$ cat config.mk
export PLATFORM = sky130hd
export DESIGN_NAME = sim_run_ctrl
export DESIGN_NICKNAME = d
export VERILOG_FILES = /design/src/rtl/sim_run_ctrl.sv
export SDC_FILE = /design/constraint.sdc
export NUM_CORES = 1
export LEC_CHECK = 0
export ABC_CLOCK_PERIOD_IN_PS = 5230
export BUFFER_PORTS_ARGS = -buffer_cell sky130_fd_sc_hd__buf_4
export CAP_MARGIN = 20
export CORE_AREA = 3 3 131 108
export DETAILED_ROUTE_END_ITERATION = 8
export DIE_AREA = 0 0 134 111
export PLACE_DENSITY = 0.56
export SKIP_LAST_GASP = 1
export SYNTH_ARGS = -nofsm -noshare
export SYNTH_HDL_FRONTEND = slang
export SYNTH_SLANG_ARGS = --single-unit
$ cat constraint.sdc
create_clock -name clk -period 5.23 [get_ports clk]
set_clock_uncertainty 0.15 [all_clocks]
set_input_delay 0 -clock clk [delete_from_list [all_inputs] [get_ports clk]]
set_output_delay 0 -clock clk [all_outputs]
set_load 0.01 [all_outputs]
$ cat src/rtl/sim_run_ctrl.sv
// sim_run_ctrl: sequences one simulator run (delay, start pulse, wait for input, run until quiet) with a watchdog.
module sim_run_ctrl #(
  parameter logic [31:0] START_DELAY = 32'd16,
  parameter logic [7:0]  PULSE_LEN   = 8'd4,
  parameter logic [15:0] STOP_THRESH = 16'd255,
  parameter logic [31:0] TIMEOUT     = 32'd1000000
) (
  input  logic        clk,
  input  logic        reset,
  input  logic        run_en,
  input  logic [2:0]  pnl_pu_state,
  input  logic        pnl_input_active,
  input  logic        pnl_output_active,
  output logic        btn_start_input,
  output logic        machine_is_stop,
  output logic        run_timeout,
  output logic [2:0]  run_state,
  output logic [31:0] cycle_count
);
  typedef enum logic [2:0] {
    IDLE    = 3'd0,
    DELAY   = 3'd1,
    PULSE   = 3'd2,
    WAIT_IN = 3'd3,
    RUN     = 3'd4,
    DONE    = 3'd5,
    TMO     = 3'd6
  } state_t;
  state_t      r_state, w_next;
  logic [31:0] r_delay, r_cnt;
  logic [7:0]  r_pulse;
  logic [15:0] r_quiet;
  logic        r_btn, r_stop, r_tmo;
  logic        w_quiet, w_active, w_next_active, w_stop_hit;
  assign w_quiet       = pnl_pu_state == 3'o0 && !pnl_input_active && !pnl_output_active;
  assign w_active      = r_state inside {DELAY, PULSE, WAIT_IN, RUN};
  assign w_next_active = w_next inside {DELAY, PULSE, WAIT_IN, RUN};
  assign w_stop_hit    = r_state == RUN && r_quiet == STOP_THRESH;
  // Priority in active states: abort, then stop, then watchdog; stop wins a tie with the watchdog.
  always_comb begin
    w_next = r_state;
    case (r_state)
      DELAY:     w_next = r_delay == START_DELAY ? PULSE : DELAY;
      PULSE:     w_next = r_pulse == PULSE_LEN - 8'd1 ? WAIT_IN : PULSE;
      WAIT_IN:   w_next = pnl_input_active ? RUN : WAIT_IN;
      RUN:       w_next = w_stop_hit ? DONE : RUN;
      DONE, TMO: w_next = run_en ? r_state : IDLE;
      default:   w_next = run_en ? DELAY : IDLE;
    endcase
    if (w_active && !run_en)
      w_next = IDLE;
    else if (w_active && !w_stop_hit && r_cnt == TIMEOUT)
      w_next = TMO;
  end
  always_ff @(posedge clk) begin
    if (reset) begin
      r_state <= IDLE;
      r_delay <= '0;
      r_pulse <= '0;
      r_quiet <= '0;
      r_cnt   <= '0;
      r_btn   <= 1'b0;
      r_stop  <= 1'b0;
      r_tmo   <= 1'b0;
    end else begin
      r_state <= w_next;
      r_delay <= r_state == DELAY ? r_delay + 32'd1 : '0;
      r_pulse <= r_state == PULSE ? r_pulse + 8'd1 : '0;
      r_quiet <= r_state == RUN && w_quiet ? r_quiet + 16'd1 : '0;
      r_cnt   <= w_next == IDLE ? '0 :
                 (w_active && w_next_active && r_cnt != 32'hFFFF_FFFF) ? r_cnt + 32'd1 : r_cnt;
      r_btn   <= w_next == PULSE;
      r_stop  <= w_next == DONE;
      r_tmo   <= w_next == TMO;
    end
  end
  assign btn_start_input = r_btn;
  assign machine_is_stop = r_stop;
  assign run_timeout     = r_tmo;
  assign run_state       = r_state;
  assign cycle_count     = r_cnt;
endmodule

==> reports/results.txt, run 1 <==
initial core utilization - 0.352
H-tree Lvls - 3
synth unique cells - 50
Final Hold Viols - 0
leak pwr - 0.00184 uW
std cell rows - 37
number of I/O port buffers - 45
syn nets - 552
# clock sinks - 94
register area share after synthesis - 0.417
Worst Setup SP - run_state[2]
RSZ-0062 raised after global routing - no
cells after synthesis - 538
CP startpoint kind - flop
R2R depth - 7
DRT iter0 DRCs - 216
period utilization - 0.582
maximum vdd drop - 160 uV
Worst-Margin Slew - 1.06 ns
number of global-route vias before repair - 3614
crit path capture - cycle_count[25]
Mapped Avg Cell Area - 8.39 um2
Post-CTS Setup Repair Bufs - 0
fin area - 5340 um2
first drt pass iteration count - 4
vias - 3847
Antenna Nets Post-Route - 0
Mapped Area - 4510 um2
GR Overflow Total - 0
Area growth, synth to finish - 18.4%
initial antenna violation count - 0
share of synthesized flip-flops with an asynchronous set or reset - 0
Worst Hold Margin - 0.0713 ns
dpl hpwl - 7.45 mm
die area - 14900 um2
status - complete, no violations
hold buffers post-CTS - 3
crit-path max FO - 17
floorplan core area - 12800 um2
critical path class - reg -> reg
routed vias/inst - 5.06
Pins Over Slew Limit - 0
Filler cells - 1304
synthesis warning total - 0
EDFF count, synth - 0
fmax - 328 MHz
top_reg_cell synth - dfxtp_1
io pins - 46
layout cells sized above 1 - 0.121
Req. time, crit path - 5.33 ns
DRC errors left - 0
Die W - 134 um
Root Driver - clkbuf_16
Net count, final - 594
Synth area leaders - dfxtp_1, nor2_1, xor2_1, xnor2_1, nand3_1
cell accounting for the most synthesized area - dfxtp_1
# diodes - 0
clk_lat worst skew - 0.34 ns
endpoint class of the critical path - flop
WL/cell - 13.7 um
GRT Overall Usage - 0.143
Yosys top cell area share - 0.417
TritonCTS clock tree - yes
Num CTS Buffers - 9
Placer Congestion - 0.781
Final setup viols - 0
number of synthesized register bits - 94
setup slack, reg-to-reg - 2.18 ns
Worst-path clk slew - 0.06 ns
Worst R2R End - cycle_count[25]
PwrDens - 266 nW/um2
pin count of the biggest net entering global routing - 33
worst min path class - in -> reg
Die H - 111 um
Max-Cap Viols - 0
reg2reg start - run_state[2]
PostCTS Resize Cnt - 0
CP arrival - 3.15 ns
Rel. slew slack - 0.296
setup_tns - 0 ns
drt total wl - 10.4 mm
Placed Area - 4990 um2
first-pass GRT wire length - 17.7 mm
Bufs on Longest Clock Path - 2
post-route minimum period - 3.05 ns
sequential cells by signal, summed over array words and instances, names as in the netlist:
signal	cells
r_delay	32
run_timeout	1
r_pulse	8
r_quiet	16
cycle_count	32
btn_start_input	1
machine_is_stop	1
run_state	3
layer usage:
layer  GRT usage  up-vias  share of wire
li1            -     1984              -
met1       0.200     1779           0.50
met2       0.219       71           0.45
met3      0.0363       13          0.045
met4      0.0411        0          0.014
met5           0        -              0
critical path: stages, from the launching register on:
cell	delay, ns
dfxtp_1	0.64
nor3b_2	0.29
nand3_1	0.13
or2_1	0.29
a32oi_4	0.49
nand2_2	0.29
or4_1	0.53
a21oi_1	0.14
cell usage after synthesis, types with 2 or more instances:
| cell | count |
|---|---|
| ha_1 | 6 |
| inv_1 | 18 |
| and3_1 | 21 |
| and4_1 | 9 |
| nor2b_1 | 2 |
| o31ai_1 | 6 |
| nor4b_1 | 3 |
| dfxtp_1 | 94 |
| o21ai_0 | 17 |
| or4_1 | 3 |
| or3_1 | 13 |
| nand2b_1 | 3 |
| buf_2 | 2 |
| nor2_1 | 93 |
| nand4_1 | 26 |
| nand2_1 | 31 |
| xnor2_1 | 27 |
| xor2_1 | 38 |
| clkbuf_1 | 13 |
| o311ai_0 | 3 |
| a21oi_1 | 17 |
| nand3_1 | 40 |
| nor4_1 | 15 |
| nand4_2 | 2 |
| nor3_1 | 6 |
| and2_1 | 6 |
worst min path at each step:
stage / from / endpoint / slack [ns] / depth (start not counted)
6_report: pnl_input_active / run_state[2] / 0.07 / 5
3_3_place_gp: reset / run_state[0] / 0.09 / 2
3_5_place_dp: reset / run_state[0] / 0.1 / 2
4_1_cts: pnl_input_active / run_state[2] / 0.05 / 5
5_1_grt: pnl_input_active / run_state[2] / 0.10 / 5
2_1_floorplan: reset / run_state[0] / -0.08 / 1
kinds of logic after synthesis:
logic type,count (synthesis),share of synthesized area
flops,94,0.417
xor+xnor,65,0.126
buf+inv,36,0.0330
simple gates,285,0.333
compound gates,52,0.0746
fa+ha+maj,6,0.0166
stage by stage:
stage                     power, uW  utilization  setup WS [ns]  instances
after detailed placement        762        0.389           2.21        740
final                          1420        0.417           2.18        760
after floorplan                 751            -           2.87        538
after CTS                      1440        0.415           2.20        759
after global placement          762        0.389           2.28        740
after global routing           1480        0.417           1.91        760
layout make-up:
cell class	instances	area, um2	share of cell area
multi-input combinational	408	2480	0.465
sequential	94	1880	0.352
timing repair buffer	49	383	0.0717
clock buffer	12	256	0.0480
tap	175	219	0.0410
inverter	18	67.6	0.0126
clock inverter	4	52.6	0.00984
where the power goes:
| group | leakage, uW | switching [uW] | internal (uW) |
|---|---|---|---|
| clock | 0.000153 | 276 | 399 |
| combinational | 0.000931 | 17.9 | 11.6 |
| sequential | 0.000757 | 2.15 | 717 |
placed cells by master (no fill, tap or decap), drive strengths merged, types with 4 or more instances in the layout:
| cell | synthesis | layout |
|---|---|---|
| dfxtp | 94 | 94 |
| nor2 | 93 | 93 |
| buf | 5 | 46 |
| nand3 | 40 | 40 |
| xor2 | 38 | 38 |
| nand2 | 32 | 32 |
| nand4 | 28 | 28 |
| xnor2 | 27 | 27 |
| and3 | 21 | 21 |
| inv | 18 | 19 |
| o21ai | 17 | 17 |
| a21oi | 17 | 17 |
| nor4 | 15 | 15 |
| or3 | 13 | 13 |
| clkbuf | 13 | 12 |
| and4 | 9 | 9 |
| and2 | 7 | 7 |
| nor3 | 6 | 6 |
| o31ai | 6 | 6 |
| ha | 6 | 6 |
| or4 | 4 | 4 |
Note: power is estimated with default switching activity, not from simulation.
==> run 2: changes to the inputs <==
Settings changed: ABC_CLOCK_PERIOD_IN_PS 5230 to 2700, PLACE_DENSITY 0.56 to 0.57.
Clock period 5.23 ns to 2.7 ns, I/O delays scaled along.
==> run 2 against run 1 <==
Against the previous run:
- critical path depth is 1 higher
- final area rose by 4.2%
- flip-flop and latch count unchanged
- sequential power increased by 93%
- worst setup slack lost 2.1 ns
- utilization grew 1.7 points
- final cell count increased by 3.4%
- non-clock buffer count grew 26
- critical path type unchanged
- largest cell class unchanged
- highest routed layer unchanged
==> reports/results.txt, run 2 (synthesized netlist as in run 1, its figures left out) <==
Root Driver - clkbuf_16 (unchanged)
worst min path class - in -> reg (unchanged)
Final setup viols - 0 (unchanged)
met3 Resource Use GR - 0.0404 (was 0.0363)
CP startpoint kind - flop (unchanged)
# clock sinks - 94 (unchanged)
DRC errors left - 0 (unchanged)
Die W - 134 um (unchanged)
crit path cell chain - ha_1, and4_1, nand2b_1, or2_1, a32oi_4, nand2_4, or4_1, a21oi_1 (was nor3b_2, nand3_1, or2_1, a32oi_4, nand2_2, or4_1, a21oi_1)
TritonCTS clock tree - yes (unchanged)
period utilization - 0.964 (was 0.582)
Num CTS Buffers - 9 (unchanged)
RSZ-0062 raised after global routing - yes (was no)
Max-Cap Viols - 0 (unchanged)
Bufs on Longest Clock Path - 2 (unchanged)
CP arrival - 2.72 ns (was 3.15 ns)
Final Hold Viols - 0 (unchanged)
fin area - 5570 um2 (was 5340 um2)
initial antenna violation count - 0 (unchanged)
pin count of the biggest net entering global routing - 33 (unchanged)
DRT iter0 DRCs - 219 (was 216)
Worst-Margin Slew - 0.606 ns (was 1.06 ns)
first-pass GRT wire length - 17.9 mm (was 17.7 mm)
std cell rows - 37 (unchanged)
slowest stage delay, CP - 0.49 ns (was 0.64 ns)
Filler cells - 1316 (was 1304)
Layout Cells excl Fill - 786 (was 760)
Pins Over Slew Limit - 0 (unchanged)
Placed Instances - 766 (was 740)
status - complete, no violations (unchanged)
vias - 3901 (was 3847)
Net count, final - 620 (was 594)
PwrDens - 490 nW/um2 (was 266 nW/um2)
commonest cells after routing, fill and taps aside - nor2_1, dfxtp_1, buf_4 (was dfxtp_1, nor2_1, buf_4)
number of I/O port buffers - 45 (unchanged)
met2 usage - 0.221 (was 0.219)
# diodes - 0 (unchanged)
GRT Overall Usage - 0.146 (was 0.143)
Die H - 111 um (unchanged)
io pins - 46 (unchanged)
setup_tns - 0 ns (unchanged)
Req. time, crit path - 2.82 ns (was 5.33 ns)
fmax - 384 MHz (was 328 MHz)
Area growth, synth to finish - 23.3% (was 18.4%)
endpoint class of the critical path - flop (unchanged)
layout cells sized above 1 - 0.170 (was 0.121)
clk_lat worst skew - 0.34 ns (about the same)
Design Power - 2730 uW (was 1420 uW)
Placed Area - 5180 um2 (was 4990 um2)
GR Overflow Total - 0 (unchanged)
Worst-path clk slew - 0.06 ns (about the same)
leak pwr - 0.00199 uW (was 0.00184 uW)
Worst Hold Margin - 0.0943 ns (was 0.0713 ns)
dpl hpwl - 7.83 mm (was 7.45 mm)
post-route minimum period - 2.60 ns (was 3.05 ns)
initial core utilization - 0.352 (unchanged)
sequential cell area - 1880 um2 (about the same)
first drt pass iteration count - 5 (was 4)
M1 GR Usage - 0.206 (was 0.200)
Placer Congestion - 0.808 (was 0.781)
area occupied by multi-input gates - 2530 um2 (was 2480 um2)
number of global-route vias before repair - 3670 (was 3614)
Buffers & Inverters on Critical Path - 0 (unchanged)
die area - 14900 um2 (unchanged)
Most Crowded Layer GR - met2 (unchanged)
H-tree Lvls - 3 (unchanged)
drt total wl - 10.7 mm (was 10.4 mm)
Slowest cell on crit path - or4_1 (was dfxtp_1)
WL/cell - 13.6 um (was 13.7 um)
routed vias/inst - 4.96 (was 5.06)
floorplan core area - 12800 um2 (unchanged)
family with the most delay on the worst path - simple AND/OR/NAND/NOR gates (unchanged)
crit-path max FO - 13 (was 17)
Rel. slew slack - 0.595 (was 0.296)
maximum vdd drop - 338 uV (was 160 uV)
critical path class - reg -> reg (unchanged)
Antenna Nets Post-Route - 0 (unchanged)
-- run 2: changes by cell type in the layout (fill, tap and decap cells not counted), moves of 2 or more --
cell / before / now
buf_4: 45 / 73
clkinv_2: 1 / 3
nor4_1: 15 / 13
nor4_4: 0 / 2
-- run 2: repair_timing --
action,4_1_cts,5_1_grt
hold endpoints to repair,11,0
hold buffers,2,0
setup buffers,0,2
resized for setup,0,9
setup endpoints to repair,0,15
-- run 2: worst paths after layout --
kind / startpoint / end / slack [ns] / cells past startpoint
setup reg to reg: r_quiet[0] / cycle_count[27] / 0.1 / 8
hold reg to reg: r_pulse[0] / r_pulse[0] / 0.29 / 1
setup / recovery: r_quiet[0] / cycle_count[27] / 0.1 / 8
hold / removal: pnl_input_active / run_state[2] / 0.09 / 5
-- run 2: final cells by class --
class,count,share of cell area
timing repair buffer,75,0.102
tap,175,0.0393
sequential,94,0.338
inverter,18,0.0121
clock buffer,12,0.0461
clock inverter,4,0.00809
multi-input combinational,408,0.454
-- run 2: stage by stage --
stage	setup WS, ns	util
6_report	0.0963	0.434
5_1_grt	-0.0475	0.434
4_1_cts	0.0425	0.429
3_5_place_dp	0.0506	0.404
3_3_place_gp	0.151	0.404
2_1_floorplan	0.345	-
-- run 2: worst reg2reg max path, delay by kind of cell (launching register included) --
kind                     cells  cell delay (ns)
adder cells (fa/ha/maj)      1             0.21
AO/OA/AOI/OAI                2             0.51
AND/OR/NAND/NOR              5             1.30
flip-flops                   1             0.37
-- run 2: where the power goes --
group / internal (uW) / switching (uW)
combinational: 22.7 / 35.3
sequential: 1390 / 3.59
clock: 764 / 513
-- run 2: metal layers --
layer / up-vias / wire length [um]
li1: 2023 / -
met3: 11 / 414
met1: 1796 / 5300
met2: 71 / 4850
met4: 0 / 111
met5: - / 0
==> run 3: changes to the inputs <==
Settings changed: ABC_CLOCK_PERIOD_IN_PS 2700 to 2200.
Clock period 2.7 ns to 2.2 ns, I/O delays scaled along.
==> run 3 against run 2 <==
Against the previous run:
- the flow now finishes with violations (negative setup slack)
- combinational power grew 70%
- power grew 19%
- count of clock-buffer cells in the layout shrank 2
- register-to-register slack lost 0.30 ns
- largest cell class unchanged
- clock power grew 12%
- highest routed layer unchanged
- final cell count grew 13%
==> reports/results.txt, run 3 (synthesized netlist as in run 1, its figures left out) <==
status - finished, violations left (was complete, no violations)
failing checks - negative setup slack
Placer Congestion - 0.853 (was 0.808)
H-tree Lvls - 3 (unchanged)
worst min path class - in -> reg (unchanged)
Final Hold Viols - 0 (unchanged)
commonest cells after routing, fill and taps aside - buf_4, nor2_1, dfxtp_1 (was nor2_1, dfxtp_1, buf_4)
Req. time, crit path - 2.31 ns (was 2.82 ns)
Antenna Nets Post-Route - 0 (unchanged)
reg2reg start - r_quiet[1] (was r_quiet[0])
CP startpoint kind - flop (unchanged)
endpoint class of the critical path - flop (unchanged)
WL/cell - 13.8 um (was 13.6 um)
DRC errors left - 0 (unchanged)
slowest stage delay, CP - 0.48 ns (was 0.49 ns)
Area growth, synth to finish - 51.6% (was 23.3%)
GR Overflow Total - 0 (unchanged)
Final setup viols - 25 (was 0)
Worst R2R End - cycle_count[25] (was cycle_count[27])
RSZ-0062 raised after global routing - yes (unchanged)
most common library cell in the layout ignoring fill and taps - buf_4
Net count, final - 725 (was 620)
first drt pass iteration count - 4 (was 5)
leak pwr - 0.00263 uW (was 0.00199 uW)
number of I/O port buffers - 45 (unchanged)
hold depth - 6 (was 5)
Pins Over Slew Limit - 0 (unchanged)
Max-Cap Viols - 0 (unchanged)
family with the most delay on the worst path - simple AND/OR/NAND/NOR gates (unchanged)
# clock sinks - 94 (unchanged)
vias - 4373 (was 3901)
routed vias/inst - 4.91 (was 4.96)
Design Power - 3230 uW (was 2730 uW)
die area - 14900 um2 (unchanged)
period utilization - 1.09 (was 0.964)
GRT Overall Usage - 0.165 (was 0.146)
Hold Crit Endpoint - run_state[2] (unchanged)
Bufs on Longest Clock Path - 2 (unchanged)
R2R depth - 9 (was 8)
Placed Instances - 863 (was 766)
crit-path max FO - 8 (was 13)
worst setup margin - -0.200 ns (was 0.0963 ns)
WP depth - 9 (was 8)
io pins - 46 (unchanged)
maximum vdd drop - 404 uV (was 338 uV)
final design utilization - 0.533 (was 0.434)
Hold Crit Start - pnl_input_active (unchanged)
TritonCTS clock tree - yes (unchanged)
Worst-Margin Slew - 0.616 ns (was 0.606 ns)
setup slack, reg-to-reg - -0.20 ns (was 0.1 ns)
Die W - 134 um (unchanged)
crit path cell chain - ha_4, and4_4, nand2b_4, or2_4, a32oi_4, buf_12, nand2_8, or4_1, a21oi_1 (was ha_1, and4_1, nand2b_1, or2_1, a32oi_4, nand2_4, or4_1, a21oi_1)
initial core utilization - 0.352 (unchanged)
Rel. slew slack - 0.588 (was 0.595)
Worst-path clk slew - 0.06 ns (about the same)
Die H - 111 um (unchanged)
layout cells sized above 1 - 0.398 (was 0.170)
PwrDens - 473 nW/um2 (was 490 nW/um2)
Root Driver - clkbuf_16 (unchanged)
std cell rows - 37 (unchanged)
floorplan core area - 12800 um2 (unchanged)
CP arrival - 2.51 ns (was 2.72 ns)
dpl hpwl - 8.76 mm (was 7.83 mm)
critical path class - reg -> reg (unchanged)
Buffers & Inverters on Critical Path - 1 (was 0)
Num CTS Buffers - 9 (unchanged)
number of global-route vias before repair - 4160 (was 3670)
Layout Cells excl Fill - 891 (was 786)
Slowest cell on crit path - or4_1 (unchanged)
post-route minimum period - 2.40 ns (was 2.60 ns)
initial antenna violation count - 0 (unchanged)
DRT iter0 DRCs - 190 (was 219)
drt total wl - 12.3 mm (was 10.7 mm)
clk_lat worst skew - 0.35 ns (was 0.34 ns)
fmax - 417 MHz (was 384 MHz)
first-pass GRT wire length - 20.1 mm (was 17.9 mm)
pin count of the biggest net entering global routing - 33 (unchanged)
# diodes - 0 (unchanged)
## run 3: changes by cell type in the layout (fill, tap and decap cells not counted), moves of 4 or more
cell        before  now
nand3_2          1    7
nor4_1          13    6
buf_4           73  164
ha_4             0    4
dfxtp_2          1   22
dfxtp_1         93   70
clkinvlp_4       0    4
o21ai_0         17   11
nor2_1          93   89
nand3_1         39   32
o21ai_1          0    4
nor4_2           0    4
buf_6            0   10
## run 3: worst max-delay path by stage
stage	startpoint	endpoint
after floorplan	cycle_count[0]	cycle_count[3]
after global placement	r_quiet[12]	cycle_count[18]
after detailed placement	cycle_count[0]	cycle_count[3]
after CTS	cycle_count[3]	cycle_count[3]
after global routing	cycle_count[6]	cycle_count[25]
final	r_quiet[1]	cycle_count[25]
## run 3: power breakdown
part	internal [uW]	leakage (uW)	switching (uW)	total (uW)
Combinational	43.4	0.00174	55.0	98.4
Clock	760	0.000118	670	1430
Sequential	1700	0.000770	2.69	1700
Total	2500	0.00263	728	3230
## run 3: metal layers
| metal | wire [um] | up-vias | GRT usage |
|---|---|---|---|
| met3 | 437 | 9 | 0.0499 |
| met1 | 5800 | 2060 | 0.219 |
| met2 | 5950 | 62 | 0.264 |
| met4 | 117 | 0 | 0.0377 |
| met5 | 0 | - | 0 |
| li1 | - | 2242 | - |
## run 3: through the flow
stage          area, um2  hold slack [ns]  setup slack, ns  setup TNS (ns)
2_1_floorplan       4630          -0.0850          -0.0390         -0.0558
5_1_grt             6840            0.164           -0.301           -5.31
4_1_cts             6460            0.126           -0.122           -2.32
3_5_place_dp        6000           0.0965           -0.249           -5.13
6_report            6840            0.145           -0.200           -1.55
3_3_place_gp        6000           0.0933           -0.175           -3.56
## run 3: cell type report
type,instances,area (um2)
timing repair buffer,180,1440
multi-input combinational,408,2930
inverter,18,67.6
tap,175,219
clock inverter,6,38.8
fill,1173,5980
clock buffer,10,229
sequential,94,1920
## run 3: worst reg2reg max path: stages (launching register included)
cell and delay, ns:
dfxtp_2 0.35, ha_4 0.13, and4_4 0.23, nand2b_4 0.07, or2_4 0.27, a32oi_4 0.21, buf_12 0.16, nand2_8 0.07
or4_1 0.49, a21oi_1 0.19
## run 3: timing repair
action	in CTS	in global routing
endpoints found under the hold margin	10	0
pin swaps	29	48
resized for setup	34	63
setup buffers	3	7
cloned	0	1
hold buffers	2	0
setup endpoints to repair	34	41
